## config.mk

```make
export PLATFORM = sky130hd
export DESIGN_NAME = dct_2d_row_ctrl
export DESIGN_NICKNAME = d
export VERILOG_FILES = /design/src/rtl/dct_pkg.sv /design/src/rtl/dct_tbuf.sv /design/src/rtl/dct_2d_row_ctrl.sv
export SDC_FILE = /design/constraint.sdc
export NUM_CORES = 1
export LEC_CHECK = 0
export ABC_AREA = 0
export CAP_MARGIN = 10
export CORE_MARGIN = 4
export CORE_UTILIZATION = 40
export DETAILED_ROUTE_END_ITERATION = 12
export PLACE_DENSITY = 0.75
export RECOVER_POWER = 50
export SETUP_SLACK_MARGIN = 0.1
export SLEW_MARGIN = 20
export SYNTH_ARGS = -nofsm -noshare
export SYNTH_HDL_FRONTEND = slang
export SYNTH_SLANG_ARGS = --single-unit
```

## constraint.sdc

```tcl
create_clock -name clk -period 8.74 [get_ports clk]
set_input_delay 0.874 -clock clk [delete_from_list [all_inputs] [get_ports clk]]
set_output_delay 0.874 -clock clk [all_outputs]
set_load 0.05 [all_outputs]
```

## src/rtl/dct_pkg.sv

```systemverilog
// Shared constants and state encoding for the 2-D DCT row/transpose controller.
package dct_pkg;

   localparam int N        = 8;    // vector length, block rows and columns
   localparam int CORE_LAT = 6;    // core_en to matching core_valid, in cycles
   localparam int PIX_W    = 8;    // signed input pixel width
   localparam int COEF_W   = 10;   // signed 1-D DCT coefficient width

   typedef enum logic [1:0] {
      IDLE  = 2'd0,   // waiting for the first row of a block
      ISSUE = 2'd1,   // rows being fed to the core
      FLUSH = 2'd2,   // all rows issued, waiting for the core to drain
      EMIT  = 2'd3    // transposed columns streaming out
   } state_t;

endpackage

```

## src/rtl/dct_tbuf.sv

```systemverilog
// N x N transpose buffer: a whole row is written per cycle, a whole column
// is read combinationally. Contents are deliberately not reset.
module dct_tbuf #(
   parameter int N  = 8,
   parameter int W  = 10,
   parameter int IW = (N > 1) ? $clog2(N) : 1
) (
   input  logic              clk,
   input  logic              wr_en,
   input  logic [IW-1:0]     wr_row,
   input  logic [N*W-1:0]    wr_data,
   input  logic [IW-1:0]     rd_col,
   output logic [N*W-1:0]    rd_data
);

   // mem[row][k]: element k of the core result for block row 'row'
   logic [N-1:0][N-1:0][W-1:0] mem;

   // Row write from the core result bus
   always_ff @(posedge clk) begin
      if (wr_en) begin
         mem[wr_row] <= wr_data;
      end
   end

   // Column read: element r of the output column comes from stored row r
   for (genvar r = 0; r < N; r++) begin : g_col
      assign rd_data[r*W +: W] = mem[r][rd_col];
   end

endmodule

```

## src/rtl/dct_2d_row_ctrl.sv

```systemverilog
// Row-side controller of a 2-D DCT: feeds N rows to an external 1-D core,
// captures the N results into a transpose buffer and streams them back out
// as N columns with a valid/ready handshake.
module dct_2d_row_ctrl #(
   parameter int N        = dct_pkg::N,
   parameter int CORE_LAT = dct_pkg::CORE_LAT
) (
   input  logic                          clk,
   input  logic                          rst,
   input  logic                          in_valid,
   output logic                          in_ready,
   input  logic [N*dct_pkg::PIX_W-1:0]   in_row,
   output logic                          core_en,
   output logic [N*dct_pkg::PIX_W-1:0]   core_x,
   input  logic [N*dct_pkg::COEF_W-1:0]  core_y,
   input  logic                          core_valid,
   output logic                          out_valid,
   input  logic                          out_ready,
   output logic [N*dct_pkg::COEF_W-1:0]  out_col,
   output logic                          out_last,
   output logic                          err
);

   import dct_pkg::*;

   // Counters must hold the value N itself (issue_cnt == N means "block full")
   localparam int CW = $clog2(N + 1);
   localparam int IW = (N > 1) ? $clog2(N) : 1;
   localparam logic [CW-1:0] CNT_N    = CW'(N);
   localparam logic [CW-1:0] CNT_LAST = CW'(N - 1);
   localparam logic [CW-1:0] CNT_ONE  = CW'(1);

   // The core's latency is absorbed by FLUSH, so no logic depends on it;
   // only reject configurations the counters cannot handle.
   if (N < 2 || CORE_LAT < 1) begin : g_param_check
      $error("dct_2d_row_ctrl: N must be >= 2 and CORE_LAT >= 1");
   end

   state_t               state;
   logic [CW-1:0]        issue_cnt;
   logic [CW-1:0]        wr_cnt;
   logic [CW-1:0]        rd_cnt;
   logic                 cap_ok;
   logic                 cap_bad;
   logic [N*COEF_W-1:0]  col_data;

   // Rows go straight to the core; the core cannot be stalled, so acceptance
   // is only ever limited by the issue count.
   assign in_ready = ((state == IDLE) || (state == ISSUE)) && (issue_cnt < CNT_N);
   assign core_en  = in_valid & in_ready;
   assign core_x   = in_row;

   // A core result is only legal while a matching issued row is outstanding
   assign cap_ok  = core_valid && (wr_cnt < issue_cnt);
   assign cap_bad = core_valid && !(wr_cnt < issue_cnt);

   assign out_valid = (state == EMIT);
   assign out_last  = out_valid && (rd_cnt == CNT_LAST);
   assign out_col   = out_valid ? col_data : '0;

   // Block sequencing: issue N rows, capture N results, emit N columns
   always_ff @(posedge clk) begin
      if (rst) begin
         state     <= IDLE;
         issue_cnt <= '0;
         wr_cnt    <= '0;
         rd_cnt    <= '0;
         err       <= 1'b0;
      end else begin
         // Unexpected core data is dropped; only the sticky flag records it
         if (cap_bad) begin
            err <= 1'b1;
         end
         if (cap_ok) begin
            wr_cnt <= wr_cnt + CNT_ONE;
         end
         case (state)
            IDLE, ISSUE: begin
               if (core_en) begin
                  issue_cnt <= issue_cnt + CNT_ONE;
                  state     <= (issue_cnt == CNT_LAST) ? FLUSH : ISSUE;
               end
            end
            FLUSH: begin
               // Nth capture: the buffer is complete from the next cycle on
               if (cap_ok && (wr_cnt == CNT_LAST)) begin
                  state <= EMIT;
               end
            end
            EMIT: begin
               if (out_ready) begin
                  if (rd_cnt == CNT_LAST) begin
                     state     <= IDLE;
                     issue_cnt <= '0;
                     wr_cnt    <= '0;
                     rd_cnt    <= '0;
                  end else begin
                     rd_cnt <= rd_cnt + CNT_ONE;
                  end
               end
            end
            default: state <= IDLE;
         endcase
      end
   end

   dct_tbuf #(
      .N  (N),
      .W  (COEF_W),
      .IW (IW)
   ) u_tbuf (
      .clk     (clk),
      .wr_en   (cap_ok),
      .wr_row  (wr_cnt[IW-1:0]),
      .wr_data (core_y),
      .rd_col  (rd_cnt[IW-1:0]),
      .rd_data (col_data)
   );

endmodule

```

==> results of run 1 <==
layout make-up:
class	count	share of cell area
sequential	655	0.6617
multi-input combinational	317	0.1671
timing repair buffer	189	0.06395
clock buffer	86	0.06357
tap	837	0.03549
clock inverter	35	0.007336
inverter	5	0.0006361
antenna	3	0.0002544
report_power, final:
group          internal [mW]  switching, mW  total [mW]
registers               3.50         0.0135        3.51
logic                 0.0460         0.0992       0.145
clock network           1.58           1.14        2.71
layer usage:
metal	global-route usage	vias up	wire length, um
met5	0	-	28
met4	0.07120	4	1897
met3	0.03512	142	3612
met2	0.2662	428	27530
met1	0.2159	6155	21970
li1	-	4888	-
per-stage QoR:
step	cell area, sq um	hold slack (ns)	std cells	power [mW]	worst slack, ns
detailed placement	27400	0.5068	2002	3.731	4.500
CTS	29490	0.5249	2123	6.454	3.849
floorplan	25310	0.4751	1097	3.699	1.410
global placement	27400	0.4611	2002	3.723	4.506
global route	29500	0.5560	2126	6.592	2.348
finish	29500	0.5238	2127	6.366	2.565
kinds of logic (layout without fill, tap and decap cells):
kind of cell,count (synthesis),count (layout),share of synthesized area
other,0,3,0
xor gates and xnor gates,4,4,0.001385
buffers and inverters,125,315,0.03609
DFF,655,655,0.7713
AOI/OAI and AO/OA,99,99,0.03283
muxes,162,162,0.1457
adders and majority gates,6,6,0.002967
and+or+nand+nor,46,46,0.009691
registers in the layout, summed over array words and instances, names as in the netlist:
name / flops
err: 1
state: 2
wr_cnt: 4
u_tbuf.mem: 640
rd_cnt: 4
issue_cnt: 4
worst max-delay path, delay by kind of cell, from the launching register on:
kind                   cells  cell delay (ns)
muxes                      1             0.40
AOI/OAI and AO/OA          1             0.32
buffers and inverters      2             1.31
DFF                        1             2.56
final timing paths:
check | end | slack, ns | startpoint
setup / recovery | out_col[5] | 2.57 | rd_cnt[1]$_SDFFE_PP0P_
hold / removal | issue_cnt[3]$_SDFFE_PP0P_ | 0.52 | issue_cnt[1]$_SDFFE_PP0P_
setup reg to reg | rd_cnt[0]$_SDFFE_PP0P_ | 4.58 | rd_cnt[1]$_SDFFE_PP0P_
hold reg to reg | issue_cnt[3]$_SDFFE_PP0P_ | 0.52 | issue_cnt[1]$_SDFFE_PP0P_
layout by cell type, fill, tap and decap left out, types with 4 or more instances in the layout:
| cell | netlist | layout |
|---|---|---|
| a21oi_1 | 6 | 6 |
| a22o_1 | 80 | 80 |
| buf_4 | 72 | 15 |
| clkbuf_1 | 21 | 13 |
| clkbuf_16 | 0 | 73 |
| clkdlybuf4s50_1 | 0 | 89 |
| clkinv_1 | 0 | 16 |
| clkinv_2 | 0 | 13 |
| dfxtp_1 | 15 | 14 |
| dlygate4sd3_1 | 0 | 80 |
| edfxtp_1 | 640 | 640 |
| ha_1 | 6 | 6 |
| inv_1 | 5 | 5 |
| mux4_1 | 17 | 17 |
| mux4_2 | 143 | 143 |
| nand2_1 | 4 | 4 |
| nand2b_1 | 4 | 4 |
| nand3_1 | 4 | 4 |
| nor2_1 | 18 | 15 |
| nor3_2 | 0 | 4 |
| o21ai_0 | 4 | 4 |
==> key figures, run 1 <==
Run status
  – Outcome: complete, but fails checks
  – Failing checks: max-capacitance violations, max-slew violations

Critical path
  – Worst path cell trace: buf_12 -> mux4_2 -> a22o_1 -> clkdlybuf4s50_1
  – R2r worst-path depth: 5
  – Critical path arrival: 5.30 ns
  – Max incr delay on CP: 2.56 ns
  – Worst setup path category: reg2out
  – Critical Path Slowest Stage Cell: dfxtp_1
  – Critical path endpoint category: output port
  – Worst EP required: slightly below 8 ns
  – Worst Path Max Fanout: slightly below 100
  – Startpoint Class: flip-flop

Detailed routing
  – Post-route ant nets: 0
  – DR vias/cell: 5.462
  – DR WL/cell: about 26 um
  – DRT iter0 DRCs: approximately 1100
  – DRC viols: 0
  – Routed WL: 55040 um
  – First-pass DRT Iterations: 5
  – Via count: about 12000

STA
  – Slew @ Worst Pin: between 3 and 4 ns
  – Relative slew slack: -1.217
  – Fmax: between 0.15 and 0.2 GHz
  – Hold Vio Cnt, Final: 0
  – Setup violators final: 0
  – Period minus WS final: 6.175 ns
  – RSZ-0062 raised after global routing: false
  – TNS Setup: 0 ns
  – Clock skew: 0.009970 ns
  – Final Max Tran Viols: 65
  – Period utilisation layout: 0.7065

Floorplan
  – Die area: slightly below 70000 sq um
  – Cell row count: 91
  – Die span in y: around 260 um
  – I/O pins: 298
  – Die width: roughly 260 um
  – Core area: roughly 62000 sq um
  – Initial Util: 0.4071

Layout
  – Fill cells: 5106
  – Nets@finish: around 1400
  – Sequential Area: ~20000 sq um
  – Finished Core Util: 0.4746
  – Syn-to-layout area delta: 16.59%
  – Area of the multi-input gates: 4930 sq um
  – Share of post-route cells with drive strength above 1: 0.2090

Synthesis
  – Synth cell count leaders: edfxtp_1, mux4_2, a22o_1
  – Mapped Nets: 1252
  – Netlist cell types: just over 40
  – Leading area contributor after synthesis: edfxtp_1
  – Syn_area_per_cell: 23.07 sq um
  – Register area share after synthesis: 0.7713
  – Yosys reg bits: roughly 660
  – Post-Syn Instances: around 1100
  – Number of synthesized flops with an enable pin: between 600 and 700
  – Cell area after synthesis: 25310 sq um
  – Yosys Warn Count: 0
  – Synth top area share: 0.7595
  – Dominant synthesized flop cell: edfxtp_1
  – Synth area leaders: edfxtp_1, mux4_2, a22o_1, buf_4, mux4_1
  – Share of flip-flops with an asynchronous set or reset: 0
  – Top-count cell post-synth: edfxtp_1

Clock tree
  – Clock tree buffer depth: 3
  – Clock latency on the worst-skew pair: 0.59 ns
  – CTS Sinks: roughly 660
  – CTS tree: built
  – Root Driver: clkbuf_16
  – Post-CTS setup repair buffer count: 0
  – Post-CTS Resized: 0
  – CTS Hold Bufs: 0
  – Reg clk slew, reported paths: around 0.060 ns
  – CTS Buf Count: 70
  – H-tree lvl count: 3

Min path
  – Hold path depth: 2
  – Worst hold path class: reg2reg

GRT
  – GR Overflow Total: 0
  – First-pass GRT wire length: between 80000 and 90000 um
  – Largest net degree at the start of global routing: 100
  – Initial antenna violation count: 5
  – Tot GR Track Use: 0.1641
  – Vias in the first global route: roughly 12000

Placement
  – Port Buffers: roughly 170
  – Final HPWL DP: ~32000 um
  – Gpl congestion: around 0.75

Power
  – Leakage: 8.972 nW
  – Power per cell area: about 220 nW/um^2
  – Max VDD drop: ~140 uV

Run
  – Max-Cap Viols: 2
Power figures use the tool's default switching activity.
==> run 2: changes to the inputs <==
==> constraint.sdc (replaced) <==
create_clock -name clk -period 5.4 [get_ports clk]
set_input_delay 0.54 -clock clk [delete_from_list [all_inputs] [get_ports clk]]
set_output_delay 0.54 -clock clk [all_outputs]
set_load 0.05 [all_outputs]
==> key figures, run 2 (synthesis gave the netlist of run 1 again) <==
Run status
  – Outcome: finished clean

Critical path
  – Max incr delay on CP: 0.94 ns (-1.62 ns)
  – Critical Path Slowest Stage Cell: dfxtp_4
  – Worst R2R Setup Slack: 1.93 ns (-2.65 ns)
  – Worst setup path category: reg2out
  – Worst path cell trace: buf_12 -> mux4_2 -> a22o_1 -> clkdlybuf4s50_1
  – Startpoint Class: flip-flop
  – Worst Path Max Fanout: 42 (-58%)
  – Crit. Startpoint: rd_cnt[0]$_SDFFE_PP0P_
  – Worst EP required: 4.86 ns (-3.01 ns)
  – Critical path endpoint category: output port
  – Reg2Reg Launch Point: wr_cnt[1]$_SDFF_PP0_
  – Critical path arrival: 3.56 ns (-1.74 ns)

Layout
  – Nets@finish: 1395 (+0.14%)
  – Commonest non-fill, non-tap cell in the layout: edfxtp_1
  – Most frequent cells in the layout: edfxtp_1, mux4_2, clkdlybuf4s50_1
  – Max FFs per register: 640 (unchanged)
  – Fin area: 29710 sq um (+0.70%)
  – Share of post-route cells with drive strength above 1: 0.2181 (+0.009084)
  – Syn-to-layout area delta: 17.41%
  – Finished Core Util: 0.4779 (+0.003321)
  – Most flops, register: u_tbuf.mem
  – Fin cells: 2132 (+0.24%)

Power
  – Tot Pwr: 10.53 mW (+65%)
  – Max VDD drop: 248.4 uV (+83%)
  – Power per cell area: 354.4 nW/um^2 (+64%)
  – Leakage: 9.065 nW (+1.0%)

Placement
  – Placed Cells incl. Taps: 2007 (+0.25%)
  – Gpl congestion: 0.7255 (-3.2%)
  – Final HPWL DP: 32530 um (+1.2%)
  – Port Buffers: 169 (unchanged)
  – DP Area: 27480 sq um (+0.32%)
  – Dpl ws: 1.837 ns (-2.664 ns)

STA
  – Period minus WS final: roughly 4 ns
  – Hold Vio Cnt, Final: 0 (unchanged)
  – Final worst setup slack: 1.304 ns (-1.261 ns)
  – Final Max Tran Viols: 0 (-100%)
  – Setup violators final: 0 (unchanged)
  – Min Hold Slack: 0.4802 ns (-0.04358 ns)
  – RSZ-0062 raised after global routing: false
  – Slew @ Worst Pin: 1.342 ns (-1.984 ns)
  – Clock skew: 0.01463 ns (+0.004657 ns)
  – Relative slew slack: 0.1023 (+1.319)
  – Fmax: about 0.24 GHz
  – Period utilisation layout: 0.7584
  – TNS Setup: 0 ns (unchanged)

Clock tree
  – H-tree lvl count: 3 (unchanged)
  – Reg clk slew, reported paths: 0.06 ns (about the same)
  – CTS Buf Count: 67 (-4.3%)
  – Root Driver: clkbuf_16
  – CTS tree: built
  – Clock latency on the worst-skew pair: 0.59 ns (about the same)
  – Post-CTS Resized: 0 (unchanged)
  – CTS Hold Bufs: 0 (unchanged)
  – Post-CTS setup repair buffer count: 0 (unchanged)
  – CTS Sinks: 655 (unchanged)
  – Clock tree buffer depth: 3 (unchanged)

Detailed routing
  – DR vias/cell: 5.446 (-0.29%)
  – First-pass DRT Iterations: 5 (unchanged)
  – DRT iter0 DRCs: 1010 (-4.7%)
  – Routed WL: 54120 um (-1.7%)
  – DR WL/cell: 25.38 um (-1.9%)
  – DRC viols: 0 (unchanged)
  – Via count: 11610 (-0.060%)
  – Post-route ant nets: 0 (unchanged)

Floorplan
  – Die area: 67350 sq um (unchanged)
  – Die span in y: 259.5 um (unchanged)
  – Initial Util: 0.4071 (unchanged)
  – I/O pins: 298 (unchanged)
  – Core area: 62170 sq um (unchanged)
  – Cell row count: 91 (unchanged)
  – Die width: 259.5 um (unchanged)

Min path
  – Worst hold path class: reg2reg
  – HP Start: err$_SDFFE_PP0P_

GRT
  – Tot GR Track Use: 0.1613 (-0.002757)
  – GR Overflow Total: 0 (unchanged)
  – Initial antenna violation count: 4 (-1)
  – Largest net degree at the start of global routing: 88 (-12%)
  – Vias in the first global route: 12429 (+0.71%)
  – First-pass GRT wire length: 80950 um (-1.3%)

Run
  – Max-Cap Viols: 0 (-2)
[run 2: changes by cell type in the layout (fill, tap and decap cells not counted), sizes merged]
cell,delta
clkinvlp,+1
dlygate4sd3,+1
clkdlybuf4s50,-1
clkinv,+2
bufinv,+5
clkbuf,-9
diode,-1
inv,+2
buf,+5
[run 2: metal layers]
| layer | track usage | vias up | share of wire |
|---|---|---|---|
| met4 | 0.07435 | 4 | 0.040 |
| met1 | 0.2106 | 6176 | 0.40 |
| met3 | 0.03287 | 158 | 0.059 |
| met2 | 0.2626 | 362 | 0.50 |
| met5 | 0 | - | 0.00042 |
| li1 | - | 4910 | - |
[run 2: final cells by class]
cell class | instances | area (sq um)
Sequential cell | 655 | 19530
Antenna cell | 2 | 5.005
Clock buffer | 77 | 1778
Multi-Input combinational cell | 317 | 4930
Tap cell | 837 | 1047
Inverter | 5 | 18.77
Fill cell | 5020 | 32460
Timing Repair Buffer | 194 | 1974
Clock inverter | 45 | 431.7
[run 2: worst max-delay path: cells and delay by family (launching register included)]
family | cells | cell delay [ns]
muxes | 1 | 0.55
AOI/OAI and AO/OA | 1 | 0.23
buffers and inverters | 2 | 1.17
DFF | 1 | 0.94
[run 2: final timing paths]
check                                    to  cells past startpoint
hold reg to reg            err$_SDFFE_PP0P_                      2
setup / recovery                out_col[78]                      4
hold / removal             err$_SDFFE_PP0P_                      2
setup reg to reg  u_tbuf.mem[639]$_DFFE_PP_                      5
[run 2: power breakdown]
part / internal (mW) / switching (mW)
Combinational: 0.0739 / 0.160
Clock: 2.71 / 1.90
Sequential: 5.66 / 0.0202
Total: 8.44 / 2.08
